===== config.mk =====
export PLATFORM = sky130hd
export DESIGN_NAME = pearson_hash_core_flat
export DESIGN_NICKNAME = d
export VERILOG_FILES = /design/src/rtl/pearson_hash_core_if.sv /design/src/rtl/pearson_hash_core.sv /design/src/flat_wrapper.sv
export SDC_FILE = /design/constraint.sdc
export NUM_CORES = 2
export LEC_CHECK = 0
export CAP_MARGIN = 25
export CORE_MARGIN = 2
export CORE_UTILIZATION = 50
export CTS_BUF_LIST = sky130_fd_sc_hd__clkbuf_4 sky130_fd_sc_hd__clkbuf_8 sky130_fd_sc_hd__clkbuf_16
export DETAILED_ROUTE_END_ITERATION = 10
export PLACE_DENSITY = 0.68
export SKIP_CTS_REPAIR_TIMING = 1
export SKIP_LAST_GASP = 1
export SYNTH_ARGS = -nofsm -noshare
export SYNTH_HDL_FRONTEND = slang
export SYNTH_SLANG_ARGS = --single-unit

===== constraint.sdc =====
create_clock -name clk -period 5.5 [get_ports clk]
set_clock_uncertainty 0.05 [all_clocks]
set_input_delay 1.375 -clock clk [delete_from_list [all_inputs] [get_ports clk]]
set_output_delay 1.375 -clock clk [all_outputs]
set_load 0.01 [all_outputs]

===== src/rtl/pearson_hash_core_if.sv =====
// Host/stream bundle for pearson_hash_core: table side port, message stream,
// hash result stream and an FSM state debug tap.
interface pearson_hash_core_if #(
    parameter int DATA_WIDTH = 8
);
    logic                  init_done;
    logic                  tbl_we;
    logic [DATA_WIDTH-1:0] tbl_addr;
    logic [DATA_WIDTH-1:0] tbl_wdata;
    logic                  tbl_rd_en;
    logic [DATA_WIDTH-1:0] tbl_rdata;
    logic                  tbl_rvalid;
    logic                  tbl_err;
    logic                  in_valid;
    logic [DATA_WIDTH-1:0] in_data;
    logic                  in_last;
    logic                  in_ready;
    logic                  hash_valid;
    logic [DATA_WIDTH-1:0] hash_out;
    logic                  hash_ready;
    logic [1:0]            dbg_state;

    // Handshakes: a word/hash moves on a clock edge where valid and ready are
    // both high; valid and its payload must stay stable until that edge.
    modport master (
        input  init_done, tbl_rdata, tbl_rvalid, tbl_err, in_ready,
               hash_valid, hash_out, dbg_state,
        output tbl_we, tbl_addr, tbl_wdata, tbl_rd_en, in_valid, in_data,
               in_last, hash_ready
    );

    modport slave (
        output init_done, tbl_rdata, tbl_rvalid, tbl_err, in_ready,
               hash_valid, hash_out, dbg_state,
        input  tbl_we, tbl_addr, tbl_wdata, tbl_rd_en, in_valid, in_data,
               in_last, hash_ready
    );
endinterface


===== src/rtl/pearson_hash_core.sv =====
// Pearson hash engine with a self-initialising 2^DATA_WIDTH permutation table.
// Define PEARSON_INIT_SCRAMBLE_EN to init T[p] = 5*p + 1 instead of T[p] = p.
module pearson_hash_core #(
    parameter int                    DATA_WIDTH = 8,
    parameter logic [DATA_WIDTH-1:0] HASH_SEED  = '0
) (
    input  logic                clk,
    input  logic                rst,
    pearson_hash_core_if.slave  bus
);
    localparam int DEPTH = 1 << DATA_WIDTH;

    localparam logic [1:0] ST_INIT = 2'd0;
    localparam logic [1:0] ST_IDLE = 2'd1;
    localparam logic [1:0] ST_HASH = 2'd2;
    localparam logic [1:0] ST_DONE = 2'd3;

    localparam logic [DATA_WIDTH-1:0] PTR_LAST = '1;
    localparam logic [DATA_WIDTH-1:0] ONE      = {{(DATA_WIDTH-1){1'b0}}, 1'b1};

    logic [DATA_WIDTH-1:0] r_table [0:DEPTH-1];
    logic [1:0]            r_state;
    logic [DATA_WIDTH-1:0] r_ptr;
    logic [DATA_WIDTH-1:0] r_h;
    logic                  r_init_done;
    logic [DATA_WIDTH-1:0] r_rdata;
    logic                  r_rvalid;
    logic                  r_err;
    logic                  r_hash_valid;
    logic [DATA_WIDTH-1:0] r_hash_out;

    logic                  w_in_ready;
    logic                  w_accept;
    logic [DATA_WIDTH-1:0] w_next_h;
    logic [DATA_WIDTH-1:0] w_init_val;

`ifdef PEARSON_INIT_SCRAMBLE_EN
    // Odd multiplier keeps the map a bijection modulo 2^DATA_WIDTH.
    assign w_init_val = (r_ptr << 2) + r_ptr + ONE;
`else
    assign w_init_val = r_ptr;
`endif

    // A host table write in IDLE wins over a word offered in the same cycle.
    assign w_in_ready = ((r_state == ST_IDLE) && !bus.tbl_we) || (r_state == ST_HASH);
    assign w_accept   = bus.in_valid && w_in_ready;
    assign w_next_h   = r_table[r_h ^ bus.in_data];

    // Table array carries no reset; INIT rewrites every entry after reset.
    always_ff @(posedge clk) begin
        if (r_state == ST_INIT) begin
            r_table[r_ptr] <= w_init_val;
        end else if ((r_state == ST_IDLE) && bus.tbl_we) begin
            r_table[bus.tbl_addr] <= bus.tbl_wdata;
        end
    end

    always_ff @(posedge clk or posedge rst) begin
        if (rst) begin
            r_state      <= ST_INIT;
            r_ptr        <= '0;
            r_h          <= HASH_SEED;
            r_init_done  <= 1'b0;
            r_rdata      <= '0;
            r_rvalid     <= 1'b0;
            r_err        <= 1'b0;
            r_hash_valid <= 1'b0;
            r_hash_out   <= '0;
        end else begin
            r_rvalid <= bus.tbl_rd_en && (r_state != ST_INIT);
            if (bus.tbl_rd_en && (r_state != ST_INIT)) begin
                r_rdata <= r_table[bus.tbl_addr];
            end
            r_err <= bus.tbl_we && ((r_state == ST_HASH) || (r_state == ST_DONE));

            case (r_state)
                ST_INIT: begin
                    r_ptr <= r_ptr + ONE;
                    if (r_ptr == PTR_LAST) begin
                        r_state     <= ST_IDLE;
                        r_init_done <= 1'b1;
                    end
                end
                ST_IDLE, ST_HASH: begin
                    if (w_accept) begin
                        r_h <= w_next_h;
                        if (bus.in_last) begin
                            r_state      <= ST_DONE;
                            r_hash_out   <= w_next_h;
                            r_hash_valid <= 1'b1;
                        end else begin
                            r_state <= ST_HASH;
                        end
                    end
                end
                ST_DONE: begin
                    if (bus.hash_ready) begin
                        r_hash_valid <= 1'b0;
                        r_h          <= HASH_SEED;
                        r_state      <= ST_IDLE;
                    end
                end
                default: r_state <= ST_INIT;
            endcase
        end
    end

    assign bus.init_done  = r_init_done;
    assign bus.tbl_rdata  = r_rdata;
    assign bus.tbl_rvalid = r_rvalid;
    assign bus.tbl_err    = r_err;
    assign bus.in_ready   = w_in_ready;
    assign bus.hash_valid = r_hash_valid;
    assign bus.hash_out   = r_hash_out;
    assign bus.dbg_state  = r_state;
endmodule

===== src/flat_wrapper.sv =====
// flat-port wrapper written by rule: the top's interface ports become plain ports
module pearson_hash_core_flat 
#(
    parameter int                    DATA_WIDTH = 8,
    parameter logic [DATA_WIDTH-1:0] HASH_SEED  = '0
)
  (clk, rst, bus_init_done, bus_tbl_rdata, bus_tbl_rvalid, bus_tbl_err, bus_in_ready, bus_hash_valid, bus_hash_out, bus_dbg_state, bus_tbl_we, bus_tbl_addr, bus_tbl_wdata, bus_tbl_rd_en, bus_in_valid, bus_in_data, bus_in_last, bus_hash_ready);
  pearson_hash_core_if #(.DATA_WIDTH(DATA_WIDTH)) bus_i ();
  input  logic clk;
  input  logic rst;
  output wire logic [$bits(bus_i.init_done)-1:0] bus_init_done;
  output wire logic [$bits(bus_i.tbl_rdata)-1:0] bus_tbl_rdata;
  output wire logic [$bits(bus_i.tbl_rvalid)-1:0] bus_tbl_rvalid;
  output wire logic [$bits(bus_i.tbl_err)-1:0] bus_tbl_err;
  output wire logic [$bits(bus_i.in_ready)-1:0] bus_in_ready;
  output wire logic [$bits(bus_i.hash_valid)-1:0] bus_hash_valid;
  output wire logic [$bits(bus_i.hash_out)-1:0] bus_hash_out;
  output wire logic [$bits(bus_i.dbg_state)-1:0] bus_dbg_state;
  input wire logic [$bits(bus_i.tbl_we)-1:0] bus_tbl_we;
  input wire logic [$bits(bus_i.tbl_addr)-1:0] bus_tbl_addr;
  input wire logic [$bits(bus_i.tbl_wdata)-1:0] bus_tbl_wdata;
  input wire logic [$bits(bus_i.tbl_rd_en)-1:0] bus_tbl_rd_en;
  input wire logic [$bits(bus_i.in_valid)-1:0] bus_in_valid;
  input wire logic [$bits(bus_i.in_data)-1:0] bus_in_data;
  input wire logic [$bits(bus_i.in_last)-1:0] bus_in_last;
  input wire logic [$bits(bus_i.hash_ready)-1:0] bus_hash_ready;
  assign bus_init_done = bus_i.init_done;
  assign bus_tbl_rdata = bus_i.tbl_rdata;
  assign bus_tbl_rvalid = bus_i.tbl_rvalid;
  assign bus_tbl_err = bus_i.tbl_err;
  assign bus_in_ready = bus_i.in_ready;
  assign bus_hash_valid = bus_i.hash_valid;
  assign bus_hash_out = bus_i.hash_out;
  assign bus_dbg_state = bus_i.dbg_state;
  assign bus_i.tbl_we = bus_tbl_we;
  assign bus_i.tbl_addr = bus_tbl_addr;
  assign bus_i.tbl_wdata = bus_tbl_wdata;
  assign bus_i.tbl_rd_en = bus_tbl_rd_en;
  assign bus_i.in_valid = bus_in_valid;
  assign bus_i.in_data = bus_in_data;
  assign bus_i.in_last = bus_in_last;
  assign bus_i.hash_ready = bus_hash_ready;
  pearson_hash_core #(.DATA_WIDTH(DATA_WIDTH), .HASH_SEED(HASH_SEED)) u_core (.clk(clk), .rst(rst), .bus(bus_i));
endmodule

==> metrics.md <==
| Metric | Value |
|---|---|
| Hold path depth | 1 |
| TritonCTS Sinks | 2,086 |
| Slew Limit Fails | 0 |
| Avg WL per Cell | around 37 um |
| Initial core utilization | 0.501 |
| Tightest Pin Transition | roughly 1.1 ns |
| GPL Wtd Cong | 1.01 |
| Max Root-Sink Buffers | 3 |
| Die Width | approximately 450 um |
| Nets | 6,644 |
| Ys Warns | 0 |
| Failing checks | DRC |
| Number of max-cap violations | 0 |
| Final setup fails | 0 |
| Maximum fanout along the worst path | 29 |
| Top FF cell, synth | edfxtp_1 |
| CP Capture Type | register |
| Vias per cell | around 7 |
| GRT Residual Overflow | 0 |
| # port buffers | 53 |
| Setup TNS Final | 0 ns |
| Final worst setup slack | roughly 0.12 ns |
| Post-route ant nets | 0 |
| Post-synth EDFFs | 2,048 |
| Max Fclk | approximately 190 MHz |
| HPWL after detailed placement | between 200,000 and 250,000 um |
| # DRC | 1 |
| Final min period | 5.38 ns |
| Htree depth | 4 |
| Area grow syn2layout | 16.1% |
| Commonest non-fill, non-tap cell in the layout | edfxtp_1 |
| Register area share after synthesis | 0.641 |
| DIE HEIGHT | 446 um |
| Skew-Pair Late Insertion Delay | a little under 0.9 ns |
| Post-synthesis net count | 6,153 |
| Largest net degree at the start of global routing | 109 |
| First-pass GRT wire length | about 480,000 um |
| Cell Rows | around 160 |
| CTS tree | built |
| Fin. Hold Viols | 0 |
| Root buffer cell | clkbuf_16 |
| Layout cell share with drive strength beyond 1 | 0.256 |
| Tcrit/Tclk final | 0.979 |
| Die area | around 200,000 um^2 |
| CTS clk-pin slew, worst paths | roughly 0.06 ns |
| Slew headroom | 0.257 |
| Avg Inst Size Synth | 15.9 um^2 |
| Maximum vdd drop | 0.000388 V |
| Synth unique cells | 60 |
| First-pass DRT Iterations | 11 |
| Worst R2R Path Depth | 13 |
| FILL cells | about 15,000 |
| Syn Inst Count | a little over 6,000 |
| TritonCTS Buffers | around 210 |
| CP Class | input pin to register |
| Vias in the first global route | between 60,000 and 70,000 |
| Async set-reset flop share out of synthesis | 0.0182 |
| RSZ-0062 raised after global routing | false |
| GRT Resource Usage Total | 0.341 |
| Total Wirelength | about 340,000 um |
| DR vias | 65,500 |
| Boundary Pins | 54 |
| Commonest non-fill, non-tap cells in the layout | edfxtp_1 (2,048), mux2i_1 (671), nand2_1 (644), mux4_2 (633), buf_4 (596) |
| Flops & latches, synth | roughly 2,100 |
| Req. time, crit path | ~6.2 ns |
| Power Density | roughly 300 nW/um^2 |
| Hold Path Class | register to register |
| Arrival time of the worst setup path | ~6.1 ns |
| Pre-CTS setup slack | -0.529 ns |
| Worst setup SP type | input pin |
| Post-synth design cell area | about 100,000 um^2 |
| Total core area | about 200,000 um^2 |
| Status | finished, violations left |
| Initial antenna violation count | 9 |
| LEAKAGE | 36.1 nW |
| First DRT Iteration DRCs | 10,600 |
-- flip-flops by register name (all words and copies together) (netlist names) --
register / count
u_core.bus.dbg_state: 2
u_core.bus.hash_out: 8
u_core.bus.hash_valid: 1
u_core.bus.init_done: 1
u_core.bus.tbl_err: 1
u_core.bus.tbl_rdata: 8
u_core.bus.tbl_rvalid: 1
u_core.r_h: 8
u_core.r_ptr: 8
u_core.r_table: 2048
-- metal layers --
layer	vias to the layer above	GRT usage	share of wire
met1	33400	0.455	0.36
met4	8	0.188	0.067
met2	5170	0.519	0.45
met5	-	0	0.00016
met3	970	0.0809	0.12
li1	26000	-	-
-- cell type report --
type	count	area (um^2)	area share
diodes	4	10.0	0.0000884
clock buffers	252	5690	0.0503
clock inverters	150	1760	0.0155
inverters	10	37.5	0.000332
multi-input cells	3557	33300	0.295
flip-flops and latches	2086	62400	0.552
well taps	2542	3180	0.0281
repair buffers	739	6750	0.0596
-- through the flow --
step | instance area [um^2] | power, mW | hold slack, ns | util | std cells
after floorplan | 97500 | 18.7 | 0.462 | - | 6117
after global placement | 106000 | 19.5 | 0.410 | 0.544 | 8925
after detailed placement | 106000 | 19.5 | 0.426 | 0.544 | 8930
after CTS | 113000 | 34.6 | 0.440 | 0.582 | 9332
after global routing | 113000 | 35.3 | 0.482 | 0.582 | 9336
final | 113000 | 34.6 | 0.433 | 0.582 | 9340
-- cells in the mapped netlist (all sizes together), types with 21 or more instances --
| cell type | count | area [um^2] |
|---|---|---|
| a211oi | 27 | 203 |
| a21oi | 284 | 1420 |
| a221o | 24 | 240 |
| a221oi | 35 | 307 |
| a22oi | 116 | 871 |
| a31oi | 21 | 131 |
| buf | 236 | 1140 |
| clkbuf | 228 | 856 |
| dfrtp | 38 | 951 |
| edfxtp | 2048 | 61500 |
| mux2i | 671 | 6720 |
| mux4 | 633 | 14300 |
| nand2 | 652 | 2450 |
| nand3 | 78 | 425 |
| nor2 | 313 | 1170 |
| nor2b | 28 | 175 |
| nor3 | 21 | 105 |
| nor4 | 53 | 332 |
| o22ai | 311 | 1950 |
| or4 | 111 | 833 |
-- worst paths after layout --
kind	from	end	slack, ns
max	bus_in_data[0]	u_core.bus.hash_out[0]	0.12
min reg2reg	u_core.bus.init_done	u_core.bus.init_done	0.43
min	u_core.bus.init_done	u_core.bus.init_done	0.43
max reg2reg	u_core.r_h[0]	u_core.bus.hash_out[0]	0.74
max in group asynchronous	rst	u_core.bus.tbl_rdata[4]	4.04
min in group asynchronous	rst	u_core.bus.tbl_err	0.91
-- critical path, cell delays in order --
cell	delay [ns]
clkdlybuf4s50_1	0.59
xnor2_4	0.47
buf_12	0.23
buf_12	0.23
buf_12	0.27
buf_4	0.27
mux2i_1	0.21
o22ai_1	0.14
nor4_2	0.60
o22ai_1	0.18
nor2_1	0.65
buf_4	0.23
o2bb2ai_1	0.23
a221o_1	0.39
-- power by group --
part	total, mW	switching, mW	leakage (nW)	internal (mW)
logic	2.06	1.29	15.8	0.765
clock network	15.4	6.49	3.65	8.86
registers	17.2	0.0123	16.7	17.2
-- logic make-up after synthesis --
kind of cell | count (synthesis) | synth area share
flip-flops | 2086 | 0.641
AO/OA/AOI/OAI | 914 | 0.0604
XOR/XNOR | 23 | 0.00222
AND/OR/NAND/NOR | 1309 | 0.0599
multiplexers | 1306 | 0.215
buffers and inverters | 474 | 0.0208
adder cells (fa/ha/maj) | 5 | 0.000642
Note: power is estimated with default switching activity, not from simulation.
